$ cat config.mk
export PLATFORM = sky130hd
export DESIGN_NAME = rv32_instr_prefetch
export DESIGN_NICKNAME = d
export VERILOG_FILES = /design/src/rtl/rv32_pkg.sv /design/src/rtl/rv32_prefetch_fifo.sv /design/src/rtl/rv32_instr_prefetch.sv
export SDC_FILE = /design/constraint.sdc
export NUM_CORES = 1
export LEC_CHECK = 0
export ABC_CLOCK_PERIOD_IN_PS = 3800
export CORE_MARGIN = 3
export CORE_UTILIZATION = 50
export DETAILED_ROUTE_END_ITERATION = 10
export MAX_ROUTING_LAYER = met4
export PLACE_DENSITY = 0.73
export SYNTH_ARGS = -nofsm -noshare
export SYNTH_HDL_FRONTEND = slang
export SYNTH_SLANG_ARGS = --single-unit
$ cat constraint.sdc
create_clock -name clk -period 3.8 [get_ports clk]
set_clock_uncertainty 0.2 [all_clocks]
set_input_delay 0.76 -clock clk [delete_from_list [all_inputs] [get_ports clk]]
set_output_delay 0.76 -clock clk [all_outputs]
set_load 0.005 [all_outputs]
$ cat src/rtl/rv32_pkg.sv
// rtl/rv32_pkg.sv - shared rv32 definitions: NOP encoding, prefetch states
package rv32_pkg;

    localparam logic [31:0] RV32_NOP = 32'h00000013;

    typedef enum logic [1:0] {
        PF_FETCH   = 2'd0,
        PF_DISCARD = 2'd1,
        PF_HALTED  = 2'd2
    } pf_state_e;

    typedef struct packed {
        logic [31:0] pc;
        logic [31:0] instr;
        logic        fault;
    } pf_entry_t;

endpackage

$ cat src/rtl/rv32_prefetch_fifo.sv
// rtl/rv32_prefetch_fifo.sv - synchronous flushable FIFO of {pc, instr, fault}
module rv32_prefetch_fifo
    import rv32_pkg::*;
#(
    parameter int DEPTH = 4
) (
    input  logic                       clk,
    input  logic                       reset,
    input  logic                       flush,
    input  logic                       wr_en,
    input  logic [31:0]                wr_pc,
    input  logic [31:0]                wr_instr,
    input  logic                       wr_fault,
    input  logic                       rd_en,
    output logic                       valid,
    output logic [31:0]                rd_pc,
    output logic [31:0]                rd_instr,
    output logic                       rd_fault,
    output logic [$clog2(DEPTH):0]     count
);

    localparam int AW = $clog2(DEPTH);
    localparam logic [AW:0] FULL = (AW+1)'(DEPTH);

    pf_entry_t       mem [DEPTH];
    logic [AW-1:0]   wr_ptr;
    logic [AW-1:0]   rd_ptr;
    logic            do_wr;
    logic            do_rd;

    assign do_wr = wr_en && (count != FULL);
    assign do_rd = rd_en && (count != '0);

    // Pointers and occupancy; flush empties the buffer in one cycle
    always_ff @(posedge clk or negedge reset) begin
        if (!reset) begin
            wr_ptr <= '0;
            rd_ptr <= '0;
            count  <= '0;
        end else if (flush) begin
            wr_ptr <= '0;
            rd_ptr <= '0;
            count  <= '0;
        end else begin
            if (do_wr) wr_ptr <= wr_ptr + AW'(1);
            if (do_rd) rd_ptr <= rd_ptr + AW'(1);
            case ({do_wr, do_rd})
                2'b10:   count <= count + (AW+1)'(1);
                2'b01:   count <= count - (AW+1)'(1);
                default: count <= count;
            endcase
        end
    end

    // Entry storage needs no reset: only slots behind a valid pointer are read
    always_ff @(posedge clk) begin
        if (!flush && do_wr) begin
            mem[wr_ptr] <= '{pc: wr_pc, instr: wr_instr, fault: wr_fault};
        end
    end

    assign valid    = (count != '0);
    assign rd_pc    = valid ? mem[rd_ptr].pc    : 32'h0;
    assign rd_instr = valid ? mem[rd_ptr].instr : RV32_NOP;
    assign rd_fault = valid ? mem[rd_ptr].fault : 1'b0;

endmodule

$ cat src/rtl/rv32_instr_prefetch.sv
// rtl/rv32_instr_prefetch.sv - single-outstanding instruction prefetcher with redirect
module rv32_instr_prefetch
    import rv32_pkg::*;
#(
    parameter logic [31:0] RESET_VECTOR = 32'h0,
    parameter int          DEPTH        = 4
) (
    input  logic        clk,
    input  logic        reset,
    input  logic        redirect_in,
    input  logic [31:0] redirect_pc_in,
    input  logic        consume_in,
    output logic        bus_req_out,
    output logic [31:0] bus_addr_out,
    input  logic        bus_gnt_in,
    input  logic        bus_rvalid_in,
    input  logic [31:0] bus_rdata_in,
    input  logic        bus_err_in,
    output logic        valid_out,
    output logic [31:0] pc_out,
    output logic [31:0] instr_out,
    output logic        fault_out
);

    localparam int CW = $clog2(DEPTH) + 1;
    localparam logic [CW:0] DEPTH_L = (CW+1)'(DEPTH);

    pf_state_e      state;
    pf_state_e      state_next;
    logic [31:0]    fetch_addr;
    logic [31:0]    req_pc;
    logic           outstanding;
    logic           resp;
    logic           enq;
    logic           req_raw;
    logic [CW-1:0]  count;
    logic [CW:0]    occupancy;
    logic           unused_pc_bits;

    assign resp           = bus_rvalid_in && outstanding;
    assign occupancy      = {1'b0, count} + {{CW{1'b0}}, outstanding};
    assign unused_pc_bits = ^redirect_pc_in[1:0];

    // State register
    always_ff @(posedge clk or negedge reset) begin
        if (!reset) state <= PF_FETCH;
        else        state <= state_next;
    end

    // Next state: a redirect with a response still in flight must drop that response
    always_comb begin
        state_next = state;
        unique case (state)
            PF_FETCH: begin
                if (redirect_in)            state_next = (outstanding && !bus_rvalid_in) ? PF_DISCARD : PF_FETCH;
                else if (resp && bus_err_in) state_next = PF_HALTED;
            end
            PF_DISCARD: begin
                if (bus_rvalid_in) state_next = PF_FETCH;
            end
            PF_HALTED: begin
                if (redirect_in) state_next = (outstanding && !bus_rvalid_in) ? PF_DISCARD : PF_FETCH;
            end
            default: state_next = PF_FETCH;
        endcase
    end

    // Outputs: requests only while fetching, never in a redirect cycle or after a fault response
    always_comb begin
        req_raw = 1'b0;
        enq     = 1'b0;
        if (state == PF_FETCH) begin
            enq     = resp && !redirect_in;
            req_raw = !redirect_in
                   && (!outstanding || (resp && !bus_err_in))
                   && (occupancy < DEPTH_L);
        end
    end

    assign bus_req_out  = req_raw && reset;
    assign bus_addr_out = fetch_addr;

    // Fetch address, address of the in-flight request, and outstanding flag
    always_ff @(posedge clk or negedge reset) begin
        if (!reset) begin
            fetch_addr  <= RESET_VECTOR;
            req_pc      <= 32'h0;
            outstanding <= 1'b0;
        end else begin
            if (redirect_in) begin
                fetch_addr <= {redirect_pc_in[31:2], 2'b00};
            end else if (bus_req_out && bus_gnt_in) begin
                fetch_addr <= fetch_addr + 32'd4;
                req_pc     <= fetch_addr;
            end
            if (bus_req_out && bus_gnt_in) outstanding <= 1'b1;
            else if (bus_rvalid_in)        outstanding <= 1'b0;
        end
    end

    rv32_prefetch_fifo #(.DEPTH(DEPTH)) u_fifo (
        .clk      (clk),
        .reset    (reset),
        .flush    (redirect_in),
        .wr_en    (enq),
        .wr_pc    (req_pc),
        .wr_instr (bus_err_in ? RV32_NOP : bus_rdata_in),
        .wr_fault (bus_err_in),
        .rd_en    (consume_in && !redirect_in),
        .valid    (valid_out),
        .rd_pc    (pc_out),
        .rd_instr (instr_out),
        .rd_fault (fault_out),
        .count    (count)
    );

endmodule

==> run_results.csv <==
group,metric,value,unit
run_status,status,"complete, no violations",
place,gp_congestion,0.9104,
clocking,clock_path_buffers,3,
power_and_ir_drop,ir_drop,0.2503,mV
power_and_ir_drop,fin_total_pwr,0.008444,W
critical_path,worstPathRequired,2.84,ns
finish,num_antenna_cells,0,
logic_synthesis,syn_area_per_cell,16.00,um2
clocking,clk_pin_slew,0.06,ns
critical_path,cp_slowest_cell,"dfrtp_4",
drt,drt_iter0_markers,633,
logic_synthesis,yosysTopAreaCell,"edfxtp_1",
logic_synthesis,synth_area_leaders,"edfxtp_1 57%, dfrtp_1 13%, mux4_2 11%",
logic_synthesis,synthMostInstantiatedCell,"edfxtp_1",
critical_path,reg2reg_from,"u_fifo.count[0]$_DFFE_PN0P_",
global_route,grt_max_degree,71,
floorplan,std_cell_rows,59,
clocking,cts_tree,"built",
flow_run,maxCapViolCount,0,
floorplan,io_pins,170,
drt,drt_first_pass_iters,5,
logic_synthesis,ys_async_sr_fraction,21.74,%
floorplan,dieWidth,169.2,um
critical_path,rrSetupSlack,1.02,ns
finish,nNetsFinal,1091,
critical_path,r2r_cells,8,
sta,period_share,92.68,%
power_and_ir_drop,power_density,510.0,nW/um2
clocking,clk_root_buffer_cell,"clkbuf_16",
sta,fin_ws,0.2780,ns
floorplan,start_util,50.93,%
sta,rsz0062_at_grt,"no",
logic_synthesis,synth_cell_types,56,
sta,final_hold_viol_count,0,
drt,vias_per_cell,5.598,
logic_synthesis,synth_ff_type,"edfxtp_1",
place,portBuffers,163,
sta,finalSetupTns,0,ns
critical_path,criticalPathCategory,"register to output pin",
sta,worst_pin_slew,0.8861,ns
power_and_ir_drop,power_leakage,5.789,nW
critical_path,critPathArrivalTime,2.56,ns
logic_synthesis,yosysWarnings,0,
critical_path,worstSetupEndpointType,"output pin",
critical_path,reg2reg_to,"u_fifo.count[1]$_DFFE_PN0P_",
worst_hold_path,hold_path_class,"input pin to async pin",
clocking,numCtsBuffers,34,
sta,slew_violations,0,
finish,final_util,63.35,%
finish,drive_gt1_share,15.38,%
logic_synthesis,synth_edf_count,252,
critical_path,slowest_delay,0.60,ns
logic_synthesis,synth_area,13310,um2
sta,max_freq,283.9,MHz
critical_path,crit_cells,4,
critical_path,cp-endpoint,"pc_out[18]",
critical_path,critPathTopFamily,"buffers and inverters",
floorplan,die_h,169.2,um
place,dpl.cell_count,1312,
global_route,grt_pass1_wl,43.57,mm
drt,ant_nets,0,
clocking,cts_max_level,2,
logic_synthesis,synthTopCellsByCount,"252 x edfxtp_1, 98 x nand2_1, 70 x dfrtp_1",
global_route,grtUsageTotal,19.99,%
critical_path,start_kind,"register",
place,dp_hpwl,17.26,mm
critical_path,critPathLaunch,"u_fifo.rd_ptr[0]$_DFFE_PN0P_",
global_route,grt_pass1_vias,7866,
logic_synthesis,yosysTopAreaCellShare,56.86,%
floorplan,die_area,28610,um2
logic_synthesis,synth-seq-cells,322,
critical_path,crit_path_max_fanout,26,
clocking,clock_latency,0.50,ns
logic_synthesis,ys_seq_area_share,70.02,%
global_route,antenna_found_initial,0,
drt,wl_per_cell,19.80,um
finish,stdcell_count,1375,
sta,relSlewSlack,40.93,%
logic_synthesis,synthCells,832,
clocking,clock-sinks,322,
drt,drt_wl_total,27.23,mm
drt,drcViolationCount,0,
drt,via_count,7697,
global_route,globalRouteOverflowTotal,0,
critical_path,path_cells,"buf_12, mux4_2, and2_1, clkdlybuf4s50_1",
critical_path,cp.buffers_inverters,2,
place,preCtsSetupSlack,0.4751,ns
sta,fin_crit,3.522,ns
floorplan,core,26130,um2
sta,setup_viol,0,
finish,area_growth,24.40,%
## metal layers
layer  track usage, %  vias to the layer above  wire length [um]
li1                 -                     3532                 -
met1            29.00                     3860             12310
met2            30.52                      265             12900
met3            3.401                       40              1570
met4            4.232                        0               452
met5                -                        -                 0
## kinds of logic after synthesis
group,count (synthesis),share of synthesized area (%)
AOI/OAI and AO/OA,73,3.986
DFF,322,70.02
buffers and inverters,62,2.228
other,1,0.02818
xor gates and xnor gates,5,0.3291
adders and majority gates,6,0.6205
muxes,72,11.37
and+or+nand+nor,291,11.42
## worst min path at each step
stage | startpoint | endpoint | slack [ns] | cells past startpoint
after floorplan | reset | bus_addr_out[10]$_DFFE_PN0P_ | 0.26 | 0
after global routing | state[0]$_DFFE_PN0P_ | state[1]$_DFFE_PN0P_ | 0.34 | 1
final | reset | state[1]$_DFFE_PN0P_ | 0.28 | 2
after detailed placement | req_pc[6]$_DFFE_PN0P_ | u_fifo.mem[1][39]$_DFFE_PP_ | 0.31 | 0
after CTS | reset | state[0]$_DFFE_PN0P_ | 0.31 | 2
after global placement | req_pc[16]$_DFFE_PN0P_ | u_fifo.mem[3][49]$_DFFE_PP_ | 0.29 | 0
## power by group
part           total, W  switching (W)  internal (W)  leakage (nW)
Clock           0.00320        0.00127       0.00193         0.529
Combinational  0.000973       0.000419      0.000555          2.08
Sequential      0.00427       0.000210       0.00406          3.18
## cells in the final DEF, fill, tap and decap left out, types with 4 or more instances in the layout
cell type	instances
a21o_1	4
a21oi_1	4
a221o_1	13
and2_1	61
and2_4	4
and3_1	10
buf_12	9
buf_4	16
clkbuf_1	8
clkbuf_16	37
clkdlybuf4s50_1	161
clkinv_1	11
conb_1	4
dfrtp_1	68
edfxtp_1	252
ha_1	5
inv_1	14
mux2i_1	6
mux4_2	63
nand2_1	98
nand3_1	23
nand4_1	8
nor2_1	14
nor2b_1	30
nor3_1	16
o211ai_1	6
o21ai_0	22
o311ai_1	4
or2_2	7
or3_1	7
## final cells by class
class | instances | area (um2)
clock buffer | 46 | 969.7
inverter | 16 | 62.56
multi-input combinational | 451 | 3717
tap | 335 | 419.2
fill | 1894 | 9577
sequential | 322 | 9326
clock inverter | 16 | 123.9
timing repair buffer | 189 | 1937
## repair_timing
action / in CTS / in global routing
setup buffers: 0 / 1
setup endpoints to repair: 2 / 21
endpoints found under the hold margin: 0 / 0
hold buffers: 0 / 0
resized for setup: 1 / 0
## worst reg2reg max path: cells and delay by family, from the launching register on
family          cells  cell delay, ns
compound gates      2            0.28
simple gates        3            0.62
flops               1            0.47
fa+ha+maj           1            0.47
buf+inv             2            0.60
## metrics by stage
step | instance area, um2 | hold WS, ns
2_1_floorplan | 13320 | 0.2644
3_3_place_gp | 15440 | 0.2911
3_5_place_dp | 15440 | 0.3067
4_1_cts | 16540 | 0.3071
5_1_grt | 16560 | 0.3440
6_report | 16560 | 0.2797
## registers in the layout, summed over array words and instances, names as in the netlist
| register | count |
|---|---|
| u_fifo.mem | 252 |
| bus_addr_out | 30 |
| req_pc | 30 |
| u_fifo.count | 3 |
| state | 2 |
| u_fifo.rd_ptr | 2 |
| u_fifo.wr_ptr | 2 |
| outstanding | 1 |
Power figures use the tool's default switching activity.
==> RTL change: new RTL, same settings <==
Make the reset (`reset`) synchronous in 3 clocked blocks.
--- a/src/rtl/rv32_prefetch_fifo.sv
+++ b/src/rtl/rv32_prefetch_fifo.sv
@@ -32,7 +32,7 @@
     assign do_rd = rd_en && (count != '0);
 
     // Pointers and occupancy; flush empties the buffer in one cycle
-    always_ff @(posedge clk or negedge reset) begin
+    always_ff @(posedge clk) begin
         if (!reset) begin
             wr_ptr <= '0;
             rd_ptr <= '0;
--- a/src/rtl/rv32_instr_prefetch.sv
+++ b/src/rtl/rv32_instr_prefetch.sv
@@ -42,7 +42,7 @@
     assign unused_pc_bits = ^redirect_pc_in[1:0];
 
     // State register
-    always_ff @(posedge clk or negedge reset) begin
+    always_ff @(posedge clk) begin
         if (!reset) state <= PF_FETCH;
         else        state <= state_next;
     end
@@ -81,7 +81,7 @@
     assign bus_addr_out = fetch_addr;
 
     // Fetch address, address of the in-flight request, and outstanding flag
-    always_ff @(posedge clk or negedge reset) begin
+    always_ff @(posedge clk) begin
         if (!reset) begin
             fetch_addr  <= RESET_VECTOR;
             req_pc      <= 32'h0;
Formal check against the unedited RTL: differs if reset is asserted again (counterexample within 4 cycles, from zero or initial values and one cycle with reset low); with reset held inactive, the same outputs for 4 cycles.
==> RTL change against the unedited design <==
  * Critical path depth grew 1
  * Critical path type unchanged
  * Largest cell class unchanged
  * Sequential cell count rose by 2
  * Worst setup slack got worse by 0.095 ns
  * Area after synthesis decreased by 1.1%
  * Cell area down 0.32%
  * Cell count rose by 2.5%
  * Wire length rose by 5.1%
Power is not compared: it rests on default switching activity, and its combinational part moved more than twofold at a synthesized area within 25%.
==> RTL change: results (changes against the unedited design) <==
| Metric | Value |
|---|---|
| Outcome | completed |
| Hold EP | state[1]$_SDFFE_PN0P_ |
| Routability cong. | 0.825 (-9.4%) |
| Routed vias | 7961 (+3.4%) |
| Starting DRT DRC Count | 608 (-3.9%) |
| Root Buffer | clkbuf_16 |
| H-tree depth | 2 (unchanged) |
| Largest register FFs | 252 (unchanged) |
| Setup_tns | 0 ns (unchanged) |
| Crit-path max FO | 27 (+3.8%) |
| Worst R2R End | u_fifo.count[2]$_SDFFE_PP0P_ |
| Layout cells sized above 1 | 0.158 (+0.00371) |
| Pin count of the biggest net entering global routing | 40 (-44%) |
| Commonest cells in the netlist | 252 x edfxtp_1, 99 x nand2_1, 72 x dfxtp_1, 68 x and2_1, 63 x mux4_2 |
| FF-to-FF path depth | 9 (+1) |
| IR drop worst, VDD | slightly below 300 uV |
| First-pass GRT wire length | 45200 um (+3.8%) |
| Most flops, register | u_fifo.mem |
| Post-CTS resize count | 0 (-1) |
| Pre-CTS setup slack | 0.322 ns (-0.153 ns) |
| Postcts setup bufs | 0 (unchanged) |
| Yosys Warn Count | 0 (unchanged) |
| RR Startpoint | u_fifo.count[2]$_SDFFE_PP0P_ |
| Clock insertion delay at the later pin of the skew report | 0.50 ns (about the same) |
| Area contributors post-synth | edfxtp_1 57%, dfxtp_1 11%, mux4_2 11%, and2_1 3.2%, nand2_1 2.8% |
| Main synth FF type | edfxtp_1 |
| TritonCTS Buffers | 34 (unchanged) |
| Die ar. | 28300 um2 (-1.0%) |
| Post-synth EDFFs | 252 (unchanged) |
| Post-synthesis sequential area ratio | 0.684 (-0.0159) |
| Fillers | 1820 (-3.9%) |
| Max transition margin | 0.554 (+0.145) |
| Hold Path Origin | state[0]$_SDFFE_PN0P_ |
| Leak | roughly 5.3 nW |
| GRT Total Usage | 0.209 (+0.00878) |
| Post-synth cell types | 61 (+8.9%) |
| Area share of the largest cell type after synthesis | 0.575 (+0.00627) |
| Clock-pin transition on the worst setup and hold timing paths | 0.06 ns (about the same) |
| Port buffer count | 163 (unchanged) |
| Vias in the first global route | 8101 (+3.0%) |
| Asr flop ratio synth | 0 (-0.217) |
| WL final | 28600 um (+5.1%) |
| Maximum buffer depth of the clock tree | 3 (unchanged) |
| Initial antenna violation count | 0 (unchanged) |
| HPWL after detailed placement | 18400 um (+6.7%) |
| Hold/Removal Path Class | flop to flop |
| Nets | 1132 (+3.8%) |
[RTL change: kinds of logic after synthesis]
group	share of synthesized area
compound gates	0.0528
buf+inv	0.0222
xor+xnor	0.00333
mux	0.111
other cells	0.000285
fa+ha+maj	0.00722
simple gates	0.119
flops	0.684
[RTL change: critical path: stages, from the launching register on]
cell and delay [ns]:
dfxtp_1 0.37, nor3_1 0.59, inv_2 0.25, buf_4 0.29, and2_1 0.16, clkdlybuf4s50_1 0.49
[RTL change: how the worst max path moves through the flow]
| stage | from | slack, ns | endpoint |
|---|---|---|---|
| 2_1_floorplan | redirect_in | 0.08 | u_fifo.mem[1][0]$_DFFE_PP_ |
| 3_3_place_gp | bus_rvalid_in | 0.29 | bus_req_out |
| 3_5_place_dp | bus_rvalid_in | 0.32 | bus_req_out |
| 4_1_cts | u_fifo.count[2]$_SDFFE_PP0P_ | 0.19 | pc_out[4] |
| 5_1_grt | u_fifo.count[2]$_SDFFE_PP0P_ | 0.03 | pc_out[2] |
| 6_report | u_fifo.count[2]$_SDFFE_PP0P_ | 0.18 | pc_out[2] |
[RTL change: metal layers]
metal,track usage,vias up,share of wire,wire length [um]
li1,-,3694,-,-
met1,0.291,3947,0.44,12500
met2,0.331,291,0.49,13900
met3,0.0336,29,0.065,1850
met4,0.0441,0,0.012,342
met5,-,-,0,0
[RTL change: power by group]
group          internal (mW)  total (mW)  switching [mW]  leakage (nW)
clock                   1.96        3.22            1.26         0.533
sequential              3.83        3.87          0.0453          2.85
combinational          0.154       0.286           0.133          1.89
total                   5.94        7.37            1.44          5.27
[RTL change: final cells by class]
| class | count | area share |
|---|---|---|
| Clock buffer | 48 | 0.0579 |
| Multi-Input combinational cell | 483 | 0.236 |
| Timing Repair Buffer | 197 | 0.123 |
| Sequential cell | 324 | 0.546 |
| Tap cell | 330 | 0.0250 |
| Clock inverter | 13 | 0.00849 |
| Inverter | 14 | 0.00318 |
[RTL change: through the flow]
stage	cell area (um2)	std cells	hold WS, ns	power [mW]
after global routing	16500	1409	0.303	7.62
after floorplan	13200	876	0.233	4.05
after global placement	15400	1348	0.248	4.22
after CTS	16500	1409	0.260	7.44
after detailed placement	15400	1348	0.254	4.23
final	16500	1409	0.265	7.37
